## config.mk

```make
export PLATFORM = sky130hd
export DESIGN_NAME = reg_wb_arbiter
export DESIGN_NICKNAME = d
export VERILOG_FILES = /design/src/rtl/reg_wb_arbiter.sv
export SDC_FILE = /design/constraint.sdc
export NUM_CORES = 1
export LEC_CHECK = 0
export ABC_AREA = 0
export BUFFER_PORTS_ARGS = -buffer_cell sky130_fd_sc_hd__buf_2
export CORE_MARGIN = 10
export CORE_UTILIZATION = 38
export CTS_CLUSTER_DIAMETER = 120
export CTS_CLUSTER_SIZE = 10
export DETAILED_ROUTE_END_ITERATION = 8
export GPL_ROUTABILITY_DRIVEN = 0
export PLACE_DENSITY = 0.65
export SYNTH_ARGS = -nofsm -noshare
export SYNTH_HDL_FRONTEND = slang
export SYNTH_SLANG_ARGS = --single-unit
export TNS_END_PERCENT = 1
```

## constraint.sdc

```tcl
create_clock -name CLK -period 7.9 [get_ports CLK]
set_input_delay 1.58 -clock CLK [delete_from_list [all_inputs] [get_ports CLK]]
set_output_delay 1.58 -clock CLK [all_outputs]
set_load 0.01 [all_outputs]
```

## src/rtl/reg_wb_arbiter.sv

```systemverilog
// Register-file writeback arbiter: merges single-cycle pipeline writebacks with
// buffered MUL/DIV results, pipeline first, and raises a stall when the MDU path starves.
module reg_wb_arbiter #(
    parameter int unsigned STARVE_LIMIT = 8,
    parameter int unsigned FIFO_DEPTH   = 2
) (
    input  logic        CLK,
    input  logic        RESET,
    input  logic        PIPE_WRITE,
    input  logic [4:0]  PIPE_ADDR,
    input  logic [31:0] PIPE_DATA,
    input  logic        MDU_VALID,
    input  logic [4:0]  MDU_ADDR,
    input  logic [31:0] MDU_DATA,
    output logic        MDU_READY,
    output logic        RF_WRITE,
    output logic [4:0]  RF_ADDR,
    output logic [31:0] RF_DATA,
    output logic        STALL_REQ,
    output logic [1:0]  PENDING
);

    localparam int unsigned AW = 5;
    localparam int unsigned DW = 32;
    localparam int unsigned PW = (FIFO_DEPTH > 1) ? $clog2(FIFO_DEPTH) : 1;
    localparam int unsigned CW = $clog2(FIFO_DEPTH + 1);
    localparam int unsigned SW = $clog2(STARVE_LIMIT + 1);

    typedef struct packed {
        logic [AW-1:0] addr;
        logic [DW-1:0] data;
    } wb_t;

    wb_t           mem [FIFO_DEPTH];
    logic [PW-1:0] wr_ptr;
    logic [PW-1:0] rd_ptr;
    logic [CW-1:0] count;
    logic [SW-1:0] starve_cnt;
    logic          stall_q;
    logic          rf_write_q;
    wb_t           rf_q;

    logic          pipe_req;
    logic          mdu_rdy;
    logic          mdu_take;
    logic          fifo_empty;
    logic          pop;
    logic          bypass;
    logic          push;
    logic [PW-1:0] wr_ptr_nxt;
    logic [PW-1:0] rd_ptr_nxt;
    logic [CW-1:0] count_nxt;
    logic [SW-1:0] starve_nxt;
    logic          stall_nxt;
    logic          rf_write_nxt;
    wb_t           rf_nxt;
    wb_t           head;

    // Arbitration: valid pipeline write wins, then FIFO head, then MDU bypass.
    always_comb begin
        pipe_req     = PIPE_WRITE && (PIPE_ADDR != '0);
        mdu_rdy      = !RESET && (count < CW'(FIFO_DEPTH));
        mdu_take     = MDU_VALID && mdu_rdy && (MDU_ADDR != '0);
        fifo_empty   = (count == '0);
        pop          = !pipe_req && !fifo_empty;
        bypass       = !pipe_req && fifo_empty && mdu_take;
        push         = mdu_take && !bypass;
        head         = mem[rd_ptr];

        wr_ptr_nxt   = wr_ptr;
        rd_ptr_nxt   = rd_ptr;
        count_nxt    = count;
        starve_nxt   = starve_cnt;
        stall_nxt    = stall_q;
        rf_write_nxt = 1'b0;
        rf_nxt       = rf_q;

        if (pipe_req) begin
            rf_write_nxt = 1'b1;
            rf_nxt       = '{addr: PIPE_ADDR, data: PIPE_DATA};
        end else if (pop) begin
            rf_write_nxt = 1'b1;
            rf_nxt       = head;
        end else if (bypass) begin
            rf_write_nxt = 1'b1;
            rf_nxt       = '{addr: MDU_ADDR, data: MDU_DATA};
        end

        if (push) begin
            wr_ptr_nxt = (wr_ptr == PW'(FIFO_DEPTH - 1)) ? '0 : wr_ptr + PW'(1);
        end
        if (pop) begin
            rd_ptr_nxt = (rd_ptr == PW'(FIFO_DEPTH - 1)) ? '0 : rd_ptr + PW'(1);
        end
        if (push && !pop) begin
            count_nxt = count + CW'(1);
        end else if (pop && !push) begin
            count_nxt = count - CW'(1);
        end

        // Starvation: counts cycles the pipeline wins over a non-empty FIFO.
        if (fifo_empty || pop) begin
            starve_nxt = '0;
        end else if (pipe_req && (starve_cnt != SW'(STARVE_LIMIT))) begin
            starve_nxt = starve_cnt + SW'(1);
        end

        // Stall stays up while results drain, until the FIFO has been seen empty.
        if (fifo_empty) begin
            stall_nxt = 1'b0;
        end else if (starve_cnt == SW'(STARVE_LIMIT)) begin
            stall_nxt = 1'b1;
        end
    end

    always_ff @(posedge CLK) begin
        if (RESET) begin
            wr_ptr     <= '0;
            rd_ptr     <= '0;
            count      <= '0;
            starve_cnt <= '0;
            stall_q    <= 1'b0;
            rf_write_q <= 1'b0;
            rf_q       <= '0;
        end else begin
            wr_ptr     <= wr_ptr_nxt;
            rd_ptr     <= rd_ptr_nxt;
            count      <= count_nxt;
            starve_cnt <= starve_nxt;
            stall_q    <= stall_nxt;
            rf_write_q <= rf_write_nxt;
            rf_q       <= rf_nxt;
        end
    end

    // Storage needs no reset; occupancy is tracked by count and pointers.
    always_ff @(posedge CLK) begin
        if (!RESET && push) begin
            mem[wr_ptr] <= '{addr: MDU_ADDR, data: MDU_DATA};
        end
    end

    assign MDU_READY = mdu_rdy;
    assign RF_WRITE  = rf_write_q;
    assign RF_ADDR   = rf_q.addr;
    assign RF_DATA   = rf_q.data;
    assign STALL_REQ = stall_q;
    assign PENDING   = 2'(count);

endmodule

```

==> implementation parameters <==
Parameter                              Value

Clocking
  CTS sink cnt ... 122
  Max clock buf depth ... 2
  Setup fix buffers added after clock tree synthesis ... 0
  Clock tree from TritonCTS ... yes
  Clock transition at the registers of the reported paths ... 0.05 ns
  Number of instances resized during post-cts repair ... 0
  CTS Root Buffer Type ... sky130_fd_sc_hd__clkbuf_16
  Number of buffers inserted for hold repair after clock tree synthesis ... 0
  Clock latency of the later-clocked register in the worst-skew pair ... around 0.40 ns
  Total number of H-tree levels ... 4
  CTS Buf Count ... 17

Route
  Remaining routing DRC violations ... 0
  Total detailed-routing wirelength ... about 13000 um
  Via Count ... 3815
  Post-detailed-route count of antenna-violating nets ... 0
  Routed wirelength normalized by instance count ... 18.4 um
  Post-DR vias/cell ... 5.23
  DRT Pass-1 Iters ... 4
  First-iteration detailed-routing DRC count ... 268

Floorplan
  Die Outline Area ... 19000 um^2
  Die X ... roughly 140 um
  Core Area ... 13800 um^2
  Num ports ... 120
  Starting density of the core ... about two fifths
  Row Count ... 43
  Die H ... 138 um

Synth
  Most area-consuming cells after synthesis ... sky130_fd_sc_hd__edfxtp_1, sky130_fd_sc_hd__dfxtp_1, sky130_fd_sc_hd__mux2i_1
  Most common library cells after synthesis ... sky130_fd_sc_hd__edfxtp_1, sky130_fd_sc_hd__dfxtp_1, sky130_fd_sc_hd__mux2i_1
  Net count of the mapped netlist ... 509
  Post-synthesis instance area ... 5290 um^2
  Flop and latch count out of synthesis ... 122
  Warnings from Yosys ... 0
  Largest area contributor in the netlist ... sky130_fd_sc_hd__edfxtp_1
  EDFF count, synth ... 74
  Cells after Synth ... about 430
  Proportion of synthesized flip-flops having asynchronous set or reset ... 0%
  Top flip-flop cell by instance count after synthesis ... sky130_fd_sc_hd__edfxtp_1
  Part of the Yosys area used for sequential elements ... 60.2%
  Area share of the largest cell type after synthesis ... 42.0%
  Post-synth cell types ... 44
  Mean Syn Cell Area ... 12.3 um^2
  Most used standard cell by instance count after synthesis ... sky130_fd_sc_hd__edfxtp_1

Global route
  Global-route wire length before repair ... 21000 um
  Pin count of the biggest net entering global routing ... 50
  Total global-route track usage ... 14.3%
  Antenna violations before repair ... 2
  Global route overflow ... 0
  Number of global-route vias before repair ... 4074

Timing
  Setup repair after global routing missed its margin ... false
  Final Slew Violations ... 0
  Worst setup skew after layout ... 0.0107 ns
  Shortest period the worst path allows ... 4.44 ns
  Worst slew slack as a fraction of its limit ... approximately 23%
  Hold Fails Final Rpt ... 0
  Post-route fraction of the period consumed by the critical path ... 56.2%
  Final-report setup violation count ... 0
  Total Negative Setup Slacks ... 0 ns
  Maximum operating frequency ... 225 MHz
  Transition at the pin with the smallest max-transition slack ... 1.16 ns

Placed design
  Hpwl dp ... 9100 um
  Cell Area, Placed ... 5960 um^2
  PortBufs ... 119

Outcome
  Outcome ... finished clean

Final layout
  Cell area after layout ... 6470 um^2
  Number of nets in the final layout ... 618
  Final core utilization ... 47.0%
  Area growth syn-to-layout ... 22.5%
  Fillcell total ... between 1000 and 1500
  Ratio of cells with drive above 1 in the final layout ... 32.1%

Critical path
  Slack of the worst reg-to-reg path ... 5.24 ns
  Data required time at the worst endpoint ... about 6.3 ns
  Endpoint of the worst-slack reg-to-reg timing path ... mem[1][19]$_DFFE_PP_
  Critical-path maximum fanout ... 49
  CP endpoint kind ... output pin
  Type of the worst setup path ... input port to output pin
  Depth of the worst register-to-register path ... 3
  Launching element type of the critical path ... input port
  Startpoint of the worst register-to-register path ... PENDING[1]$_SDFFE_PP0P_
  Arrival time worst endpoint ... 2.86 ns

Power
  Worst supply voltage drop on vdd ... between 0.15 and 0.2 mV
  Static leakage power ... 2.40 nW
  Pwr per Cell Area ... ~340 nW/um^2

Flow run
  Max-capacitance violation count ... 0

Min path
  Worst-case hold path end point ... RF_DATA[1]$_SDFFE_PP0P_
  Hold path start ... RF_DATA[1]$_SDFFE_PP0P_
  Cell depth of the worst hold path ... 2
  Worst min path class ... register to register
==> worst max path at each step <==
stage               start             endpoint
floorplan           RESET  mem[1][0]$_DFFE_PP_
global placement    RESET            MDU_READY
detailed placement  RESET            MDU_READY
CTS                 RESET            MDU_READY
global route        RESET            MDU_READY
finish              RESET            MDU_READY
==> layout by cell type, fill, tap and decap left out, drive strengths merged, types with 5 or more instances in the layout <==
cell type	n
a21oi	5
a221oi	14
a311oi	21
buf	123
clkbuf	28
dfxtp	48
edfxtp	74
inv	17
mux2i	46
nand2	46
nor2	20
nor3	26
o211ai	20
o21ai	20
==> per-layer routing <==
metal	track usage, %	vias up	part of all wire, %
li1	-	1853	-
met1	17.6	1792	43
met2	22.5	155	45
met3	5.33	13	10
met4	5.33	2	1.2
met5	0	-	0.13
==> cell type report <==
type	count	area [um^2]	share of cell area (%)
multi-input combinational	256	1860	28.7
tap	180	225	3.48
inverter	17	63.8	0.986
sequential	122	3180	49.2
timing repair buffer	123	626	9.67
antenna	1	2.50	0.0387
clock inverter	3	15.0	0.232
clock buffer	28	497	7.67
==> worst max-delay path, stage by stage <==
cell,delay [ns]
sky130_fd_sc_hd__buf_2,0.85
sky130_fd_sc_hd__nor2_1,0.20
sky130_fd_sc_hd__buf_2,0.22
==> report_power, final <==
part,switching (mW),internal (mW),total (mW)
logic,0.426,0.253,0.679
registers,0.0593,0.785,0.844
clock network,0.240,0.422,0.662
total,0.726,1.46,2.18
==> sequential cells by signal (all words and copies together), names as in the netlist, named ones only <==
| name | count |
|---|---|
| RF_WRITE | 1 |
| RF_DATA | 32 |
| rd_ptr | 1 |
| STALL_REQ | 1 |
| starve_cnt | 4 |
| wr_ptr | 1 |
| RF_ADDR | 5 |
| mem | 74 |
| PENDING | 2 |
==> cell families (layout without fill, tap and decap cells) <==
group                      Yosys count  count (layout)  synth area share (%)
AOI/OAI and AO/OA                   91              91                  14.7
xor gates and xnor gates             4               4                 0.663
adders and majority gates            3               3                 0.710
buffers and inverters               50             171                  4.62
DFF                                122             122                  60.2
muxes                               50              50                  9.56
other                                0               1                     0
and+or+nand+nor                    108             108                  9.49
==> stage by stage <==
stage	hold WS [ns]	power, mW	std cells	setup slack [ns]
2_1_floorplan	0.458	1.33	428	4.06
3_3_place_gp	0.449	1.53	698	3.54
3_5_place_dp	0.458	1.54	698	3.49
4_1_cts	0.466	2.22	729	3.49
5_1_grt	0.487	2.32	730	3.38
6_report	0.460	2.18	730	3.46
(Power assumes the default switching activity.)
